**src/rtl/irq_service_sequencer_if.sv**
```systemverilog
// Bundle of the IRQ-core side and host side signals of the interrupt service sequencer.
// Latency: none, wires only.
// Backpressure: vec_valid is held until vec_ack; the host side never stalls IRQEN writes.
//
// Port summary (slave = sequencer):
//   en        in   core cycle strobe          irq       in   IRQ core IRQ output
//   irqst     in   IRQ core Dr (pending)      mask_we   in   host IRQEN write pulse
//   mask_in   in   host IRQEN value           vec_ack   in   host consumed vector
//   irqen_we  out  IRQEN write enable         irqen_dw  out  IRQEN write data
//   vec_valid out  vector available           vec_id    out  source index 0..7
//   busy      out  service in progress        spur_cnt  out  saturating spurious count
interface irq_service_sequencer_if;
    logic       en;
    logic       irq;
    logic [7:0] irqst;
    logic       mask_we;
    logic [7:0] mask_in;
    logic       irqen_we;
    logic [7:0] irqen_dw;
    logic       vec_valid;
    logic [2:0] vec_id;
    logic       vec_ack;
    logic       busy;
    logic [7:0] spur_cnt;

    modport slave (
        input  en, irq, irqst, mask_we, mask_in, vec_ack,
        output irqen_we, irqen_dw, vec_valid, vec_id, busy, spur_cnt
    );

    modport master (
        output en, irq, irqst, mask_we, mask_in, vec_ack,
        input  irqen_we, irqen_dw, vec_valid, vec_id, busy, spur_cnt
    );
endinterface

```
**src/rtl/irq_service_sequencer.sv**
```systemverilog
// Samples the IRQ core on IRQ, vectors the highest enabled source, clears it by pulsing
// its IRQEN bit low and restores the mask; sole owner of the IRQEN write port.
// Latency: irq+en in IDLE -> vec_valid after 1 + 2*HOLD_STROBES en strobes (+1 clk).
// Backpressure: vec_valid held until vec_ack; host mask writes while busy are deferred.
//
// Ports: clk, nreset (async active-low); bus = irq_service_sequencer_if.slave.
module irq_service_sequencer #(
    parameter int HOLD_STROBES  = 2,
    parameter int GUARD_STROBES = 2
) (
    input  logic                          clk,
    input  logic                          nreset,
    irq_service_sequencer_if.slave        bus
);

    typedef enum logic [2:0] {
        S_IDLE, S_SAMPLE, S_CLEAR, S_RESTORE, S_VECTOR, S_GUARD
    } state_t;

    state_t     state_q, state_d;
    logic [7:0] cnt_q, cnt_d;           // en strobes spent in the current window
    logic [7:0] shadow_q, shadow_d;     // copy of the mask last written to IRQEN
    logic [7:0] dw_q, dw_d;
    logic [7:0] pend_val_q, pend_val_d; // host write received while busy
    logic       pend_vld_q, pend_vld_d;
    logic       wr_act_q, wr_act_d;     // host IRQEN write window running in IDLE
    logic       sdo_seen_q, sdo_seen_d; // level bit3 already vectored
    logic [2:0] id_q, id_d;
    logic [7:0] spur_q, spur_d;

    logic [7:0] pend_now;
    logic [2:0] hi_idx;
    logic       hold_done;
    logic       guard_done;

    assign hold_done  = bus.en && (cnt_q == 8'(HOLD_STROBES - 1));
    assign guard_done = bus.en && (cnt_q == 8'(GUARD_STROBES - 1));

    // Enabled pending sources; bit3 is a level that cannot be cleared through IRQEN,
    // so once vectored it is hidden until the core drops it.
    always_comb begin
        pend_now = bus.irqst & shadow_q;
        if (sdo_seen_q) begin
            pend_now[3] = 1'b0;
        end
        hi_idx = 3'd0;
        for (int i = 0; i < 8; i++) begin
            if (pend_now[i]) begin
                hi_idx = 3'(i);
            end
        end
    end

    // State register and datapath flops
    always_ff @(posedge clk or negedge nreset) begin
        if (!nreset) begin
            state_q    <= S_IDLE;
            cnt_q      <= 8'd0;
            shadow_q   <= 8'h00;
            dw_q       <= 8'h00;
            pend_val_q <= 8'h00;
            pend_vld_q <= 1'b0;
            wr_act_q   <= 1'b0;
            sdo_seen_q <= 1'b0;
            id_q       <= 3'd0;
            spur_q     <= 8'd0;
        end else begin
            state_q    <= state_d;
            cnt_q      <= cnt_d;
            shadow_q   <= shadow_d;
            dw_q       <= dw_d;
            pend_val_q <= pend_val_d;
            pend_vld_q <= pend_vld_d;
            wr_act_q   <= wr_act_d;
            sdo_seen_q <= sdo_seen_d;
            id_q       <= id_d;
            spur_q     <= spur_d;
        end
    end

    // Next state. In IDLE any host write (direct or deferred) goes ahead of a new service.
    always_comb begin
        state_d = state_q;
        unique case (state_q)
            S_IDLE: begin
                if (!wr_act_q && !bus.mask_we && !pend_vld_q && bus.irq && bus.en) begin
                    state_d = S_SAMPLE;
                end
            end
            S_SAMPLE: begin
                if (pend_now == 8'h00)  state_d = S_GUARD;
                else if (hi_idx == 3'd3) state_d = S_VECTOR;
                else                     state_d = S_CLEAR;
            end
            S_CLEAR:   if (hold_done)   state_d = S_RESTORE;
            S_RESTORE: if (hold_done)   state_d = S_VECTOR;
            S_VECTOR:  if (bus.vec_ack) state_d = S_GUARD;
            S_GUARD:   if (guard_done)  state_d = S_IDLE;
            default:                    state_d = S_IDLE;
        endcase
    end

    // Outputs and datapath next values
    always_comb begin
        cnt_d      = cnt_q;
        shadow_d   = shadow_q;
        dw_d       = dw_q;
        pend_val_d = pend_val_q;
        pend_vld_d = pend_vld_q;
        wr_act_d   = wr_act_q;
        id_d       = id_q;
        spur_d     = spur_q;
        sdo_seen_d = bus.irqst[3] ? sdo_seen_q : 1'b0;

        // Writes that cannot go to IRQEN right now; a later one overwrites an earlier one.
        if (bus.mask_we && (state_q != S_IDLE || wr_act_q)) begin
            pend_vld_d = 1'b1;
            pend_val_d = bus.mask_in;
        end

        unique case (state_q)
            S_IDLE: begin
                if (wr_act_q) begin
                    if (bus.en) begin
                        cnt_d = cnt_q + 8'd1;
                        if (hold_done) begin
                            wr_act_d = 1'b0;
                            cnt_d    = 8'd0;
                        end
                    end
                end else if (bus.mask_we || pend_vld_q) begin
                    wr_act_d   = 1'b1;
                    cnt_d      = 8'd0;
                    shadow_d   = bus.mask_we ? bus.mask_in : pend_val_q;
                    dw_d       = bus.mask_we ? bus.mask_in : pend_val_q;
                    pend_vld_d = 1'b0;
                end
            end
            S_SAMPLE: begin
                cnt_d = 8'd0;
                if (pend_now == 8'h00) begin
                    spur_d = (spur_q == 8'hFF) ? spur_q : spur_q + 8'd1;
                end else begin
                    id_d = hi_idx;
                    if (hi_idx == 3'd3) sdo_seen_d = 1'b1;
                    else                dw_d = shadow_q & ~(8'h01 << hi_idx);
                end
            end
            S_CLEAR: begin
                if (bus.en) begin
                    cnt_d = cnt_q + 8'd1;
                    if (hold_done) begin
                        // A deferred host mask becomes the value restored.
                        cnt_d      = 8'd0;
                        shadow_d   = pend_vld_q ? pend_val_q : shadow_q;
                        dw_d       = pend_vld_q ? pend_val_q : shadow_q;
                        pend_vld_d = bus.mask_we;
                    end
                end
            end
            S_RESTORE, S_GUARD: begin
                if (bus.en) begin
                    cnt_d = cnt_q + 8'd1;
                    if ((state_q == S_RESTORE) ? hold_done : guard_done) begin
                        cnt_d = 8'd0;
                    end
                end
            end
            default: cnt_d = 8'd0;
        endcase
    end

    assign bus.irqen_we  = (state_q == S_IDLE && wr_act_q) ||
                           (state_q == S_CLEAR) || (state_q == S_RESTORE);
    assign bus.irqen_dw  = dw_q;
    assign bus.vec_valid = (state_q == S_VECTOR);
    assign bus.vec_id    = id_q;
    assign bus.busy      = (state_q != S_IDLE);
    assign bus.spur_cnt  = spur_q;

endmodule

```
**src/flat_wrapper.sv**
```systemverilog
// flat-port wrapper written by rule: the top's interface ports become plain ports
module irq_service_sequencer_flat 
#(
    parameter int HOLD_STROBES  = 2,
    parameter int GUARD_STROBES = 2
)
  (clk, nreset, bus_en, bus_irq, bus_irqst, bus_mask_we, bus_mask_in, bus_vec_ack, bus_irqen_we, bus_irqen_dw, bus_vec_valid, bus_vec_id, bus_busy, bus_spur_cnt);
  irq_service_sequencer_if bus_i ();
  input  logic clk;
  input  logic nreset;
  input wire logic [$bits(bus_i.en)-1:0] bus_en;
  input wire logic [$bits(bus_i.irq)-1:0] bus_irq;
  input wire logic [$bits(bus_i.irqst)-1:0] bus_irqst;
  input wire logic [$bits(bus_i.mask_we)-1:0] bus_mask_we;
  input wire logic [$bits(bus_i.mask_in)-1:0] bus_mask_in;
  input wire logic [$bits(bus_i.vec_ack)-1:0] bus_vec_ack;
  output wire logic [$bits(bus_i.irqen_we)-1:0] bus_irqen_we;
  output wire logic [$bits(bus_i.irqen_dw)-1:0] bus_irqen_dw;
  output wire logic [$bits(bus_i.vec_valid)-1:0] bus_vec_valid;
  output wire logic [$bits(bus_i.vec_id)-1:0] bus_vec_id;
  output wire logic [$bits(bus_i.busy)-1:0] bus_busy;
  output wire logic [$bits(bus_i.spur_cnt)-1:0] bus_spur_cnt;
  assign bus_i.en = bus_en;
  assign bus_i.irq = bus_irq;
  assign bus_i.irqst = bus_irqst;
  assign bus_i.mask_we = bus_mask_we;
  assign bus_i.mask_in = bus_mask_in;
  assign bus_i.vec_ack = bus_vec_ack;
  assign bus_irqen_we = bus_i.irqen_we;
  assign bus_irqen_dw = bus_i.irqen_dw;
  assign bus_vec_valid = bus_i.vec_valid;
  assign bus_vec_id = bus_i.vec_id;
  assign bus_busy = bus_i.busy;
  assign bus_spur_cnt = bus_i.spur_cnt;
  irq_service_sequencer #(.HOLD_STROBES(HOLD_STROBES), .GUARD_STROBES(GUARD_STROBES)) u_core (.clk(clk), .nreset(nreset), .bus(bus_i));
endmodule
```
**config.mk**
```make
export PLATFORM = sky130hd
export DESIGN_NAME = irq_service_sequencer_flat
export DESIGN_NICKNAME = d
export VERILOG_FILES = /design/src/rtl/irq_service_sequencer_if.sv /design/src/rtl/irq_service_sequencer.sv /design/src/flat_wrapper.sv
export SDC_FILE = /design/constraint.sdc
export NUM_CORES = 1
export LEC_CHECK = 0
export ABC_CLOCK_PERIOD_IN_PS = 2050
export BUFFER_PORTS_ARGS = -buffer_cell sky130_fd_sc_hd__buf_4
export CORE_ASPECT_RATIO = 0.8
export CORE_MARGIN = 5
export CORE_UTILIZATION = 50
export DETAILED_ROUTE_END_ITERATION = 12
export PLACE_DENSITY = 0.71
export SETUP_SLACK_MARGIN = 0.15
export SYNTH_ARGS = -nofsm -noshare
export SYNTH_HDL_FRONTEND = slang
export SYNTH_SLANG_ARGS = --single-unit
```
**constraint.sdc**
```tcl
create_clock -name clk -period 2.05 [get_ports clk]
set_clock_uncertainty 0.05 [all_clocks]
set_input_delay 0 -clock clk [delete_from_list [all_inputs] [get_ports clk]]
set_output_delay 0 -clock clk [all_outputs]
set_load 0.02 [all_outputs]
```
Word-level counts from Yosys, hierarchy flattened

Index checks and enable logic that the tools add are counted.

Register bits after elaboration: 49
Word-level logic and storage cells: 107
Input bits: 22

Equal/unequal tests: 19
Shift operators: 1
Multiplexer cells: 45
Bitwise gates (word level): 5
Add/sub/neg operators: 2
Reduce and logical (&&, ||, !) cells: 25

Operators by type and width:

| cell                                                   | number |
|---|---|
| 2-to-1 mux 8 bit                                       | 12 |
| 2-to-1 mux 3 bit                                       | 11 |
| one-hot mux 8 bit (2 select lines)                     | 2 |
| one-hot mux 8 bit (3 select lines)                     | 1 |
| one-hot mux 3 bit (6 select lines)                     | 1 |
| adder 8 x 1 -> 8 bit (second input constant)           | 2 |
| AND 8 bit                                              | 2 |
| 2-to-1 mux 1 bit                                       | 15 |
| inequality test 2 x 1 -> 1 bit (second input constant) | 5 |
| inequality test 2 bit (second input constant)          | 5 |
| AND reduction 5 bit                                    | 2 |
| == test 3 x 2 -> 1 bit (second input constant)         | 3 |
| == test 8 x 1 -> 1 bit (second input constant)         | 1 |
| == test 8 bit (second input constant)                  | 1 |
| zero test 8 bit                                        | 1 |
| inverter 8 bit                                         | 1 |
| << shifter 1 x 3 -> 8 bit (first input constant)       | 1 |
| logical AND 1 bit                                      | 7 |
| AND reduction 7 bit                                    | 1 |
| == test 3 bit (second input constant)                  | 2 |
| nonzero test 3 bit                                     | 2 |
| logical OR 1 bit                                       | 4 |
| 2-to-1 mux 2 bit                                       | 2 |
| == test 3 x 1 -> 1 bit (second input constant)         | 1 |
| other kinds (9)                                        | 12 |

Longest topological paths before layout

Depth in word-level cells: 14
Mapped depth: 7
Mapped depth without buffers: 7

Worst setup path before layout

No wires, ideal clock.

Path type: register -> register
From: register u_core.state_q[1]
To: register u_core.pend_val_q[0]
Slack: -0.077 ns
Path buffers: 0
Arrival time: 1.952 ns
Cell stages (with the launch flop): 5
Required time: 1.875 ns
Library setup time: 0.125 ns
Path through: dfrtp_1 nor3_1 inv_1 o21ai_2 mux2_2

Word-level cells in the longest chain between the ends: 3

RTL lines:

| what                   | RTL line                     | RTL |
|---|---|---|
| from (decl)            | irq_service_sequencer.sv:20  | `state_t state_q, state_d;` |
| from (signal assigned) | irq_service_sequencer.sv:68  | `state_q <= state_d;` |
| nonzero test 3 bit     | -                            |  |
| via bus_busy           | flat_wrapper.sv:21           | `output wire logic [$bits(bus_i.busy)-1:0] bus_busy;` |
| logical OR 1 bit       | irq_service_sequencer.sv:116 | `if (bus.mask_we && (state_q != S_IDLE \|\| wr_act_q)) begin` |
| logical AND 1 bit      | irq_service_sequencer.sv:116 |  |
| to (signal assigned)   | irq_service_sequencer.sv:72  | `pend_val_q <= pend_val_d;` |
| to (decl)              | irq_service_sequencer.sv:24  | `logic [7:0] pend_val_q, pend_val_d;` |

The timed path passes the listed nets, and every way through them passes these cells.
A chain may end at the register's enable or synchronous reset.

Worst setup path after layout

From: register u_core.cnt_q[3]
To: register u_core.dw_q[5], in the netlist u_core.bus.irqen_dw[5]

Word-level cells in the longest chain between the ends: 4

RTL lines:

| what                                     | RTL line                    | RTL |
|---|---|---|
| from (decl)                              | irq_service_sequencer.sv:21 | `logic [7:0] cnt_q, cnt_d;` |
| from (signal assigned)                   | irq_service_sequencer.sv:69 | `cnt_q <= cnt_d;` |
| == test 8 x 1 -> 1 bit                   | irq_service_sequencer.sv:36 | `assign hold_done = bus.en && (cnt_q == 8'(HOLD_STROBES - 1));` |
| logical AND 1 bit                        | irq_service_sequencer.sv:36 |  |
| inequality test 2 x 1 -> 1 bit (no line) | -                           |  |
| AND reduction 7 bit (no line)            | -                           |  |
| to (signal assigned)                     | irq_service_sequencer.sv:71 | `dw_q <= dw_d;` |
| to (decl)                                | irq_service_sequencer.sv:23 | `logic [7:0] dw_q, dw_d;` |

No other way between the ends.

==> flow_summary_export.csv <==
group,metric,value,unit
status,status,"finished with violations",
status,violations,"setup timing",
sta,hold_viol,0,
drt,num_vias,2570,
final_layout,multiInputGateArea,1670,sq um
critical_path,crit_cells,5,
clock_network,cts_tree,"yes",
synthesis,ys.flop_type,"dfrtp_1",
global_routing,grtUsageTotal,20.68,%
sta,rsz0062_at_grt,"true",
sta,slew_headroom,49.54,%
synthesis,synthSimpleGateAreaFrac,16.87,%
clock_network,clk_pin_slew,90,ps
sta,slew_violations,0,
final_layout,final_layout_size_suffix_gt1_share,41.11,%
final_layout,final_cell_mix,"buf_4, dfrtp_1, nand2_1",
clock_network,cts.sinks,49,
synthesis,seq_area_frac_synth,43.40,%
synthesis,syn_nets,306,
placement,place_inst,426,
synthesis,netlist_instances,281,
power,p_comb_share,61.4,%
drt,antenna_left,0,
synthesis,avgSynthCellArea,10.05,sq um
sta,worst_pin_slew,751.1,ps
sta,period_share,102.2,%
sta,hold-worst-slack,40.31,ps
worst_hold_path,min_path_type,"in -> reg",
synthesis,synth_fa_ha_area_share,1.329,%
drt,post_drt_wl_per_cell,16.95,um
placement,place_hpwl,5294,um
critical_path,crit_fanout,8,
synthesis,synthArstFlopShare,100.0,%
critical_path,cp-end-kind,"flop",
sta,period_minus_slack,2096,ps
final_layout,fin_util,71.63,%
synthesis,synth-warning-count,0,
sta,fmax,477.2,MHz
critical_path,cp.arrival,2230,ps
drt,post-route-drc-count,0,
final_layout,area_growth,38.57,%
clock_network,numCtsBuffers,5,
synthesis,synth_seq_cells,49,
global_routing,grt_max_degree,50,
final_layout,num_antenna_cells,0,
critical_path,crit_path_max_incr_delay,550,ps
clock_network,clockBufferDepth,2,
final_layout,final_common_cell,"buf_4",
power,p_sw,2.351,mW
placement,port_buffers,43,
floorplanning,dieArea,7263,sq um
synthesis,synth_top_family_by_area,"compound AO/OA/AOI/OAI gates",
synthesis,synthMuxAreaShare,11.34,%
critical_path,reg2reg_depth,5,
drt,via_per_inst,5.648,
job,drv_cap,0,
drt,drtPass1Iterations,4,
final_layout,fin_area,3915,sq um
critical_path,start_kind,"flop",
global_routing,grt_pass1_wl,11870,um
critical_path,path_cells,"or4_4, nor4_4, a21o_2, o2111ai_4, mux2_4",
global_routing,grt_pass1_vias,2394,
critical_path,crit_buf_inv,0,
sta,setup_viol,16,
power,pwr-share-clk,9.8,%
critical_path,critical_path_class,"reg -> reg",
power,p_per_area,1405,nW/um^2
sta,layout_setup_ws,-45.66,ps
floorplanning,core,5465,sq um
synthesis,synth.distinct_cells,53,
placement,routabilityCongestion,0.8765,
critical_path,crit_family,"simple AND/OR/NAND/NOR gates",
floorplanning,start_util,51.69,%
floorplanning,die_w,94.04,um
power,worst_ir_drop_vdd,0.0008170,V
critical_path,slowest_stage,"or4_4",
placement,place_ws,-151.6,ps
floorplanning,die_h,77.24,um
power,power_leakage,1.793,nW
clock_network,cts_htree_levels,2,
final_layout,fin_cells,455,
synthesis,synth_edf_count,0,
power,seq_power_share,28.8,%
floorplanning,num_io_pins,44,
critical_path,critPathRequiredTime,2180,ps
clock_network,clock_latency,300,ps
global_routing,overflow,0,
final_layout,fin_nets,403,
final_layout,seqCellArea,1226,sq um
clock_network,cts-root-buf,"clkbuf_8",
global_routing,antenna_found_initial,0,
synthesis,synth_xor_area_share,3.410,%
drt,drt_iter0_drc,131,
final_layout,fillCellCount,422,
synthesis,synthesis.area,2825,sq um
power,p_int,3.149,mW
worst_hold_path,hold_depth,3,
floorplanning,rows,24,
drt,routed_wl,7713,um
placement,placed_area,3452,sq um
power,swShare,42.74,%
synthesis,synth_compound_area_share,19.80,%
==> routing by layer <==
layer | part of all wire, % | wire (um) | vias to the layer above | GRT usage [%]
li1 | - | - | 1230 | -
met1 | 48 | 3675 | 1261 | 30.55
met2 | 46 | 3550 | 73 | 31.11
met3 | 5.5 | 428 | 6 | 4.795
met4 | 0.76 | 59 | 0 | 3.752
met5 | 0 | 0 | - | 0
==> Yosys cell counts, types with 2 or more instances <==
cell type  instances  area [sq um]
dfrtp_1           49          1226
nand2_1           26         97.59
nor2_1            19         71.32
mux2_2            16         180.2
inv_1             14         52.55
mux2i_1           14         140.1
a21oi_1           12         60.06
o21ai_0           11         55.05
nand3_1            9         45.04
o22ai_1            7         43.79
xnor2_1            7         61.31
a31oi_1            6         37.54
nand4_1            6         37.54
nor3_1             6         30.03
a22o_1             5         43.79
a22oi_1            5         37.54
a2bb2oi_1          5         43.79
o221ai_1           5         43.79
and3_1             4         25.02
xor2_1             4         35.03
buf_6              3         33.78
ha_1               3         37.54
nand2b_1           3         18.77
nor2b_1            3         18.77
o21a_1             3         22.52
a21boi_0           2         15.01
a21o_2             2         17.52
buf_1              2         7.510
clkbuf_1           2         7.510
nor3b_2            2         25.02
o211ai_1           2         15.01
o31ai_1            2         15.01
or3b_2             2         17.52
==> what timing repair did <==
action | CTS | global route
gates resized for setup | 28 | 20
hold buffers | 10 | 0
pin swaps | 13 | 10
hold endpoints to repair | 60 | 0
setup endpoints to repair | 25 | 46
buffers inserted | 5 | 8
==> layout make-up <==
| cell class | count | share of cell area [%] |
|---|---|---|
| Multi-Input combinational cell | 210 | 42.67 |
| Sequential cell | 49 | 31.32 |
| Timing Repair Buffer | 98 | 20.29 |
| Tap cell | 78 | 2.493 |
| Clock buffer | 5 | 1.758 |
| Inverter | 14 | 1.342 |
| Clock inverter | 1 | 0.1278 |
==> state kept, by name, summed over array words and instances (netlist names) <==
name,flops
u_core.state_q,3
u_core.bus.irqen_dw,8
u_core.cnt_q,8
u_core.pend_vld_q,1
u_core.wr_act_q,1
u_core.bus.spur_cnt,8
u_core.bus.vec_id,3
u_core.pend_val_q,8
u_core.shadow_q,8
u_core.sdo_seen_q,1
==> cell families after synthesis <==
kind of cell	count (synthesis)
xor+xnor	11
compound gates	77
flops	49
simple gates	89
buf+inv	22
mux	30
fa+ha+maj	3
==> path summary, 6_finish.rpt <==
kind	slack [ps]	from	end
max	-50	u_core.cnt_q[3]	u_core.bus.irqen_dw[5]
min	40	bus_mask_we	u_core.pend_vld_q
max reg2reg	-50	u_core.cnt_q[3]	u_core.bus.irqen_dw[5]
min reg2reg	450	u_core.bus.vec_id[1]	u_core.bus.vec_id[1]
max in group asynchronous	1300	nreset	u_core.bus.irqen_dw[5]
min in group asynchronous	210	nreset	u_core.pend_val_q[1]
==> tightest hold or removal path, cell delays in order <==
cell,delay [ps]
buf_4,180
a21oi_2,120
nor2_1,50
==> power groups by stage <==
stage / combinational, mW / clock (mW) / sequential [mW]
3_5_place_dp: 2.83 / 0 / 1.58
3_3_place_gp: 2.77 / 0 / 1.57
4_1_cts: 3.07 / 0.541 / 1.57
5_1_grt: 3.61 / 0.589 / 1.62
2_1_floorplan: 1.64 / 0 / 1.72
6_report: 3.38 / 0.537 / 1.59
==> through the flow <==
stage / TNS, ps / power [mW]
floorplan: -536.8 / 3.360
global route: -1868 / 5.813
CTS: -715.8 / 5.181
global placement: -638.4 / 4.341
detailed placement: -1190 / 4.408
finish: -427.1 / 5.500
(Power assumes the default switching activity.)
